## config.mk

```make
export PLATFORM = sky130hd
export DESIGN_NAME = instr_sequencer
export DESIGN_NICKNAME = d
export VERILOG_FILES = /design/src/rtl/instr_sequencer.sv
export SDC_FILE = /design/constraint.sdc
export NUM_CORES = 1
export LEC_CHECK = 0
export BUFFER_PORTS_ARGS = -buffer_cell sky130_fd_sc_hd__buf_2
export CORE_ASPECT_RATIO = 0.75
export CORE_MARGIN = 2
export CORE_UTILIZATION = 52
export CTS_CLUSTER_SIZE = 24
export DETAILED_ROUTE_END_ITERATION = 6
export HOLD_SLACK_MARGIN = 0.08
export PLACE_DENSITY = 0.75
export SYNTH_ARGS = -nofsm -noshare
export SYNTH_HDL_FRONTEND = slang
export SYNTH_SLANG_ARGS = --single-unit
```

## constraint.sdc

```tcl
create_clock -name clk -period 3 [get_ports clk]
set_input_delay 0.6 -clock clk [delete_from_list [all_inputs] [get_ports clk]]
set_output_delay 0.6 -clock clk [all_outputs]
set_load 0.005 [all_outputs]
```

## src/rtl/instr_sequencer.sv

```systemverilog
// Instruction sequencer: queues 16-bit instruction words and issues them one at a
// time to a CPU using a load/start handshake, then captures the result and flags.
//
// state     | meaning
// IDLE      | waiting for go
// LOAD      | head word on cpu_in, cpu_load asserted
// START     | cpu_load and cpu_s asserted, head popped on exit
// WAIT_BUSY | waiting for cpu_w to fall, timer running
// WAIT_DONE | waiting for cpu_w to rise, then capture result
module instr_sequencer #(
  parameter int DEPTH        = 8,
  parameter int WAIT_TIMEOUT = 15
) (
  input  logic        clk,
  input  logic        reset,
  input  logic        push,
  input  logic [15:0] push_data,
  output logic        full,
  input  logic        go,
  output logic        cpu_load,
  output logic        cpu_s,
  output logic [15:0] cpu_in,
  input  logic        cpu_w,
  input  logic [15:0] cpu_out,
  input  logic [2:0]  cpu_flags,
  output logic [15:0] result,
  output logic [2:0]  result_flags,
  output logic        done,
  output logic        busy,
  output logic [7:0]  issued,
  output logic        timeout_err
);

  localparam int PW = $clog2(DEPTH);
  localparam int CW = PW + 1;
  localparam int TW = $clog2(WAIT_TIMEOUT + 1);

  typedef enum logic [2:0] {IDLE, LOAD, START, WAIT_BUSY, WAIT_DONE} state_t;

  state_t          state, state_nxt;
  logic [15:0]     mem [DEPTH];
  logic [PW-1:0]   wr_ptr, rd_ptr;
  logic [CW-1:0]   count;
  logic [TW-1:0]   timer;
  logic            empty, push_ok, pop, flush, complete, done_nxt;

  assign empty   = (count == '0);
  assign full    = (count == CW'(DEPTH));
  assign push_ok = push && !full;
  assign busy    = (state != IDLE);

  always_ff @(posedge clk or posedge reset) begin
    if (reset) state <= IDLE;
    else       state <= state_nxt;
  end

  always_comb begin
    state_nxt = state;
    pop       = 1'b0;
    flush     = 1'b0;
    complete  = 1'b0;
    done_nxt  = 1'b0;
    case (state)
      IDLE: begin
        if (go) begin
          if (!empty) state_nxt = LOAD;
          else        done_nxt  = 1'b1;
        end
      end
      LOAD: state_nxt = START;
      START: begin
        pop       = 1'b1;
        state_nxt = WAIT_BUSY;
      end
      WAIT_BUSY: begin
        if (!cpu_w) begin
          state_nxt = WAIT_DONE;
        end else if (timer == TW'(WAIT_TIMEOUT - 1)) begin
          // CPU never acknowledged the start: drop the rest of the program
          flush     = 1'b1;
          state_nxt = IDLE;
        end
      end
      WAIT_DONE: begin
        if (cpu_w) begin
          complete = 1'b1;
          if (!empty) begin
            state_nxt = LOAD;
          end else begin
            state_nxt = IDLE;
            done_nxt  = 1'b1;
          end
        end
      end
      default: state_nxt = IDLE;
    endcase
  end

  always_ff @(posedge clk) begin
    if (push_ok) mem[wr_ptr] <= push_data;
  end

  always_ff @(posedge clk or posedge reset) begin
    if (reset) begin
      wr_ptr <= '0;
      rd_ptr <= '0;
      count  <= '0;
    end else begin
      if (push_ok) wr_ptr <= wr_ptr + PW'(1);
      if (flush) begin
        // a word pushed in the flush cycle sits at wr_ptr and survives
        rd_ptr <= wr_ptr;
        count  <= push_ok ? CW'(1) : '0;
      end else begin
        if (pop) rd_ptr <= rd_ptr + PW'(1);
        count <= count + CW'(push_ok) - CW'(pop);
      end
    end
  end

  always_ff @(posedge clk or posedge reset) begin
    if (reset) begin
      timer <= '0;
    end else if (state == START) begin
      timer <= '0;
    end else if (state == WAIT_BUSY && timer != TW'(WAIT_TIMEOUT)) begin
      timer <= timer + TW'(1);
    end
  end

  // CPU-side outputs are registered from the next state so they line up with it
  always_ff @(posedge clk or posedge reset) begin
    if (reset) begin
      cpu_load <= 1'b0;
      cpu_s    <= 1'b0;
      cpu_in   <= '0;
    end else begin
      cpu_load <= (state_nxt == LOAD) || (state_nxt == START);
      cpu_s    <= (state_nxt == START);
      cpu_in   <= ((state_nxt == LOAD) || (state_nxt == START)) ? mem[rd_ptr] : 16'h0000;
    end
  end

  always_ff @(posedge clk or posedge reset) begin
    if (reset) begin
      result       <= '0;
      result_flags <= '0;
      issued       <= '0;
      done         <= 1'b0;
      timeout_err  <= 1'b0;
    end else begin
      done <= done_nxt;
      if (complete) begin
        result       <= cpu_out;
        result_flags <= cpu_flags;
        issued       <= issued + 8'd1;
      end
      if (flush) timeout_err <= 1'b1;
    end
  end

endmodule

```

==> summary.log, run 1 <==
INFO  sta            timing_worst_slew_pin_value=0.746ns
INFO  worst_setup_path cp_num_buf_inv=2
INFO  global_routing first_pass_grt_wire_length=22000um
INFO  global_routing grt_overflow=0
INFO  worst_setup_path reg2reg_to=count[1]$_DFF_PP0_
INFO  cts            cts_num_sinks=192
INFO  synth          synthCells=411
INFO  synth          netlist.area_leader.share=50.4%
INFO  cts            htreeDepth=4
INFO  placed_design  placed_area=8320um2
INFO  placed_design  port_buffers=88
INFO  worst_setup_path critical_path.most_common_cell=ha_1
INFO  detailed_routing drtAntennaViolNets=0
INFO  cts            root_buffer=clkbuf_16
INFO  synth          ys.flop_type=edfxtp_1
INFO  cts            cts_resized=0
INFO  worst_setup_path criticalPathCategory=flop to flop
INFO  detailed_routing initialDrtViolationCount=323
INFO  cells_and_area postLayoutCellArea=8910um2
INFO  floorplanning  die_y=109um
INFO  worst_setup_path critical_path_cell_count=9
INFO  sta            timing_max_transition_violations_final=0
INFO  cells_and_area layout_commonest_cell=edfxtp_1
INFO  cells_and_area num_antenna_cells=0
INFO  sta            timing_hold_violations_final=0
INFO  synth          synthSimpleGateAreaFrac=5.70%
INFO  sta            setup-tns-final=0ns
INFO  cells_and_area layout.filler_cells=1025
INFO  sta            rsz0062_at_grt=no
INFO  detailed_routing routed-via-count=3921
INFO  synth          xor_xnor_cell_area_share_of_the_yosys_netlist=1.38%
INFO  floorplanning  die-width=144um
INFO  synth          synth-seq-area-share=71.4%
INFO  cells_and_area post_route_cells_drive_above_1_share=38.2%
INFO  sta            setup-violations-final=0
INFO  synth          synth_area_per_cell=18.5um2
INFO  floorplanning  design.portCount=89
INFO  global_routing via_count_of_the_first_global_routing_pass=4039
INFO  worst_hold_path hold_path.class=input pin to asynchronous set/reset pin
INFO  floorplanning  design.die.area=15700um2
INFO  cells_and_area layout_stage_area_growth_over_the_synthesis_result=16.9%
INFO  sta            fin_worst_skew=0.00823ns
INFO  worst_setup_path r2r_setup_slack=0.55ns
INFO  synth          synth_top_cells_by_area=edfxtp_1 50%, dfrtp_1 21%, mux4_2 8.9%
INFO  worst_setup_path critPathMaxStageDelay=0.42ns
INFO  floorplanning  core=14400um2
INFO  cts            cts_hold_buf=0
INFO  pwr            power.density_cell_area=942nW/um2
INFO  synth          synth-warning-count=0
INFO  worst_setup_path setup.worst_path.start_class=flop
INFO  cts            cts.reportedPaths.clkPinSlew=0.06ns
INFO  worst_setup_path cp-end-kind=flop
INFO  synth          syn-num-nets=463
INFO  global_routing number_of_antenna_violations_at_the_first_check_in_global_routing=0
INFO  floorplanning  initial_core_util=52.9%
INFO  worst_setup_path worstRegToRegCells=9
INFO  worst_setup_path critPathMaxFanout=8
INFO  worst_setup_path worst_path_max_delay_cell=fa_1
INFO  cts            tritoncts=yes
INFO  pwr            worst_ir_drop_vdd=556uV
INFO  synth          async_reset_ff_share=33.3%
INFO  cts            cts_buffers=17
INFO  cells_and_area nNetsFinal=568
INFO  sta            maxSlewHeadroom=50.0%
INFO  worst_setup_path cp.required=3.30ns
INFO  sta            layout_worst_path_cycle_share=81.7%
INFO  synth          synth.largest_area_cell=edfxtp_1
INFO  global_routing largest_net_degree_at_the_start_of_global_routing=36
INFO  run            cap_viol_max_count=0
INFO  floorplanning  row_count=38
INFO  detailed_routing routed_wirelength=14000um
INFO  cts            cts_buffer_depth=2
INFO  synth          yosys_register_bits=192
INFO  worst_setup_path timing.critical_path.cells=inv_1 -> ha_1 -> or3b_1 -> nand2_2 -> ha_1 -> inv_1 -> ha_1 -> fa_1 -> nor2b_1
INFO  cells_and_area utilization=61.9%
INFO  worst_setup_path crit-reg2reg-launch=count[2]$_DFF_PP0_
INFO  sta            finalWorstPathRequiredPeriod=2.45ns
INFO  detailed_routing post_drt_via_cell_ratio=5.38
INFO  detailed_routing first_pass_iters=4
INFO  detailed_routing drc_errors=0
INFO  worst_setup_path cp_top_family=adder cells
INFO  worst_setup_path worstPathArrival=2.75ns
INFO  synth          synth_top_family_by_area=multiplexers
INFO  cts            cts.repair_timing.setup_buffer_count=0
INFO  synth          synth-edff-count=128
INFO  detailed_routing detail_route.wl_per_cell=19.2um
INFO  synth          yosys-mux-area-fraction=14.9%
INFO  synth          synth_cell_types=53
INFO  synth          post_synthesis_instance_area=7620um2
INFO  outcome        status=finished, final reports clean
INFO  synth          synth-compound-area-share=1.87%
INFO  synth          synth_fa_ha_area_share=2.07%
INFO  cells_and_area layout_common_cells=128 x edfxtp_1, 88 x buf_2, 63 x dfrtp_1
INFO  global_routing gr-usage-all-layers=19.4%
INFO  sta            max_clock_freq=408MHz
INFO  placed_design  post-dp-hpwl=9000um
INFO  pwr            leakage=0.00354uW
INFO  placed_design  gpl.final_weighted_congestion=0.794
INFO  cts            clkLatencyLatePin=0.43ns
-- per-stage QoR --
step	hold slack [ns]	total power (uW)	instances	setup slack, ns
floorplan	0.465	5510	411	0.116
global placement	0.462	6080	697	0.663
detailed placement	0.465	6200	697	0.562
CTS	0.276	8480	729	0.550
global route	0.313	8860	729	0.377
finish	0.263	8400	729	0.548
-- synth_stat cells, types with 4 or more instances --
master,n
nor3_1,5
o21ai_0,6
buf_4,4
nand2_1,9
mux2_2,21
nand4_1,5
mux2i_1,17
nor2_1,22
nand3_1,8
xnor2_1,12
ha_1,11
mux4_2,30
inv_1,10
edfxtp_1,128
dfrtp_1,64
buf_2,7
-- layout make-up --
cell class / count / area, um2 / area share, %
clock buffers: 21 / 440 / 4.94
well taps: 200 / 250 / 2.81
clock inverters: 11 / 156 / 1.75
repair buffers: 104 / 573 / 6.43
multi-input cells: 189 / 2000 / 22.4
inverters: 12 / 46.3 / 0.519
flip-flops and latches: 192 / 5450 / 61.1
-- flip-flops by register name, indices dropped and copies added (netlist names), 3 cells and up --
register      cells
state             3
rd_ptr            3
wr_ptr            3
mem             128
issued            8
timer             4
result           16
cpu_in           16
result_flags      3
count             4
-- where the power goes --
part / switching (uW) / internal (uW) / leakage, uW
logic: 1150 / 1190 / 0.00127
clock network: 956 / 1320 / 0.000284
registers: 374 / 3400 / 0.00199
total: 2480 / 5910 / 0.00354
-- logic make-up (layout without fill, tap and decap cells) --
kind of cell / after synthesis / in the layout
buffers and inverters: 30 / 148
muxes: 70 / 70
AOI/OAI and AO/OA: 20 / 20
and+or+nand+nor: 75 / 75
adders and majority gates: 12 / 12
xor gates and xnor gates: 12 / 12
DFF: 192 / 192
-- layer usage --
layer,share of wire (%),wire (um),track usage (%),vias up
li1,-,-,-,1802
met1,45,6330,26.5,2018
met2,49,6820,31.1,82
met3,4.3,594,5.05,19
met4,1.6,223,5.88,0
met5,0,0,0,-
-- how the worst max path moves through the flow --
stage | from | endpoint | slack [ns]
2_1_floorplan | count[2]$_DFF_PP0_ | mem[0][0]$_DFFE_PP_ | 0.12
3_3_place_gp | count[2]$_DFF_PP0_ | count[1]$_DFF_PP0_ | 0.66
3_5_place_dp | count[2]$_DFF_PP0_ | count[1]$_DFF_PP0_ | 0.56
4_1_cts | count[2]$_DFF_PP0_ | count[1]$_DFF_PP0_ | 0.55
5_1_grt | count[2]$_DFF_PP0_ | count[3]$_DFF_PP0_ | 0.38
6_report | count[2]$_DFF_PP0_ | count[1]$_DFF_PP0_ | 0.55
No activity file was read; power rests on OpenSTA's default activity.
==> run 2: changes to the inputs <==
--- a/config.mk
+++ b/config.mk
@@ -8,11 +8,11 @@
 export BUFFER_PORTS_ARGS = -buffer_cell sky130_fd_sc_hd__buf_2
 export CORE_ASPECT_RATIO = 0.75
 export CORE_MARGIN = 2
-export CORE_UTILIZATION = 52
+export CORE_UTILIZATION = 58
 export CTS_CLUSTER_SIZE = 24
 export DETAILED_ROUTE_END_ITERATION = 6
 export HOLD_SLACK_MARGIN = 0.08
-export PLACE_DENSITY = 0.75
+export PLACE_DENSITY = 0.79
 export SYNTH_ARGS = -nofsm -noshare
 export SYNTH_HDL_FRONTEND = slang
 export SYNTH_SLANG_ARGS = --single-unit
==> constraint.sdc (replaced) <==
create_clock -name clk -period 2.5 [get_ports clk]
set_input_delay 0.5 -clock clk [delete_from_list [all_inputs] [get_ports clk]]
set_output_delay 0.5 -clock clk [all_outputs]
set_load 0.005 [all_outputs]
==> run 2 against run 1 <==
Against the previous run:
- setup slack worse by 0.33 ns
- clock skew is 0.0019 ns lower
- die area is 10% lower
- total power is 19% higher
- highest routed layer unchanged
==> summary.log, run 2 (synthesis gave the netlist of run 1 again) <==
INFO  worst_setup_path cp-end-kind=flop
INFO  sta            finalWorstPathRequiredPeriod=2.29ns
INFO  cells_and_area layout_stage_area_growth_over_the_synthesis_result=16.7%
INFO  run            cap_viol_max_count=0
INFO  cts            cts.reportedPaths.clkPinSlew=0.07ns
INFO  worst_setup_path cp.required=2.79ns
INFO  detailed_routing drtAntennaViolNets=0
INFO  worst_setup_path critPathMaxStageDelay=0.42ns
INFO  global_routing via_count_of_the_first_global_routing_pass=4073
INFO  sta            timing_hold_violations_final=0
INFO  detailed_routing routed_wirelength=14100um
INFO  pwr            leakage=0.00355uW
INFO  detailed_routing initialDrtViolationCount=262
INFO  sta            timing_worst_slew_pin_value=0.669ns
INFO  cts            cts.repair_timing.setup_buffer_count=0
INFO  cells_and_area layout_common_cells=128 x edfxtp_1, 88 x buf_2, 63 x dfrtp_1
INFO  cells_and_area multi_input_comb_area=2010um2
INFO  cts            htreeDepth=4
INFO  global_routing number_of_antenna_violations_at_the_first_check_in_global_routing=1
INFO  cells_and_area layout.filler_cells=828
INFO  cells_and_area largest_register=mem
INFO  worst_setup_path cp_num_buf_inv=2
INFO  floorplanning  row_count=36
INFO  cts            cts_num_sinks=192
INFO  cts            root_buffer=clkbuf_16
INFO  cells_and_area area.sequential=5450um2
INFO  cts            cts_hold_buf=0
INFO  detailed_routing drc_errors=0
INFO  detailed_routing post_drt_via_cell_ratio=5.70
INFO  floorplanning  design.portCount=89
INFO  detailed_routing first_pass_iters=4
INFO  cts            cts_resized=0
INFO  worst_setup_path critPathMaxFanout=4
INFO  worst_setup_path setup.worst_path.start_class=flop
INFO  worst_hold_path hold_path.class=input pin to asynchronous set/reset pin
INFO  cells_and_area reg.largest.list=mem x128, cpu_in x16, result x16
INFO  cells_and_area largest_register_ff_count=128
INFO  worst_setup_path timing.critical_path.cells=inv_1 -> ha_1 -> or3b_1 -> nand2_2 -> ha_1 -> inv_1 -> ha_1 -> fa_1 -> nor2b_1
INFO  worst_setup_path cp_top_family=adder cells
INFO  worst_setup_path worstPathArrival=2.58ns
INFO  detailed_routing routed-via-count=4005
INFO  sta            maxSlewHeadroom=55.4%
INFO  sta            max_clock_freq=438MHz
INFO  floorplanning  die_y=103um
INFO  pwr            worst_ir_drop_vdd=655uV
INFO  outcome        status=finished, final reports clean
INFO  sta            hold_slack=0.121ns
INFO  sta            layout_worst_path_cycle_share=91.4%
INFO  placed_design  post-dp-hpwl=8570um
INFO  cts            cts_buffer_depth=2
INFO  sta            fin_worst_skew=0.00635ns
INFO  floorplanning  die-width=136um
INFO  global_routing gr-usage-all-layers=21.4%
INFO  placed_design  gpl.final_weighted_congestion=0.792
INFO  cells_and_area post_route_cells_drive_above_1_share=38.8%
INFO  sta            setup-violations-final=0
INFO  cells_and_area layout_commonest_cell=edfxtp_1
INFO  worst_setup_path critical_path.most_common_cell=ha_1
INFO  global_routing largest_net_degree_at_the_start_of_global_routing=44
INFO  pwr            power.density_cell_area=1120nW/um2
INFO  cells_and_area nNetsFinal=570
INFO  cts            clkLatencyLatePin=0.42ns
INFO  detailed_routing detail_route.wl_per_cell=20.0um
INFO  floorplanning  core=12900um2
INFO  cts            tritoncts=yes
INFO  global_routing first_pass_grt_wire_length=21500um
INFO  global_routing grt_overflow=0
INFO  floorplanning  initial_core_util=59.0%
INFO  sta            timing_max_transition_violations_final=0
INFO  cts            cts_buffers=17
INFO  floorplanning  design.die.area=14100um2
INFO  sta            rsz0062_at_grt=no
INFO  worst_setup_path criticalPathCategory=flop to flop
INFO  placed_design  port_buffers=88
INFO  sta            setup-tns-final=0ns
INFO  worst_setup_path worst_path_max_delay_cell=or3b_1
## run 2: power by group
group / switching, uW / internal, uW / leakage (uW)
logic: 1430 / 1490 / 0.00129
registers: 422 / 4080 / 0.00199
clock network: 1140 / 1430 / 0.000266
total: 2990 / 7000 / 0.00355
## run 2: metal layers
metal	vias up	GRT usage (%)	wire [um]
li1	1813	-	-
met1	2071	27.6	5940
met2	106	35.4	7320
met3	15	5.26	632
met4	0	8.97	183
met5	-	0	0
## run 2: per-stage QoR
| stage | setup WS [ns] | power, uW | area, um2 | std cells | utilization (%) |
|---|---|---|---|---|---|
| 3_3_place_gp | 0.328 | 7340 | 8330 | 670 | 64.4 |
| 6_report | 0.214 | 9990 | 8900 | 703 | 68.8 |
| 3_5_place_dp | 0.216 | 7490 | 8330 | 670 | 64.4 |
| 5_1_grt | 0.0893 | 10500 | 8890 | 702 | 68.8 |
| 2_1_floorplan | 0.0231 | 6620 | 7630 | 411 | - |
| 4_1_cts | 0.203 | 10100 | 8890 | 702 | 68.8 |
## run 2: final timing paths
| path | from | end | slack [ns] | depth (start not counted) |
|---|---|---|---|---|
| min in group clk | cpu_out[15] | result[15]$_DFFE_PP0P_ | 0.30 | 2 |
| max | count[2]$_DFF_PP0_ | count[1]$_DFF_PP0_ | 0.21 | 9 |
| max in group asynchronous | reset | rd_ptr[0]$_DFFE_PP0P_ | 1.72 | 3 |
| max reg2reg | count[2]$_DFF_PP0_ | count[1]$_DFF_PP0_ | 0.21 | 9 |
| min reg2reg | timeout_err$_DFFE_PP0P_ | timeout_err$_DFFE_PP0P_ | 0.47 | 1 |
| min | reset | result[7]$_DFFE_PP0P_ | 0.12 | 2 |
## run 2: area by class of cell
class	count	area share (%)
sequential	192	61.2
clock inverter	12	1.22
tap	171	2.40
inverter	12	0.520
clock buffer	20	5.13
multi-input combinational	189	22.6
antenna	1	0.0281
timing repair buffer	106	6.89
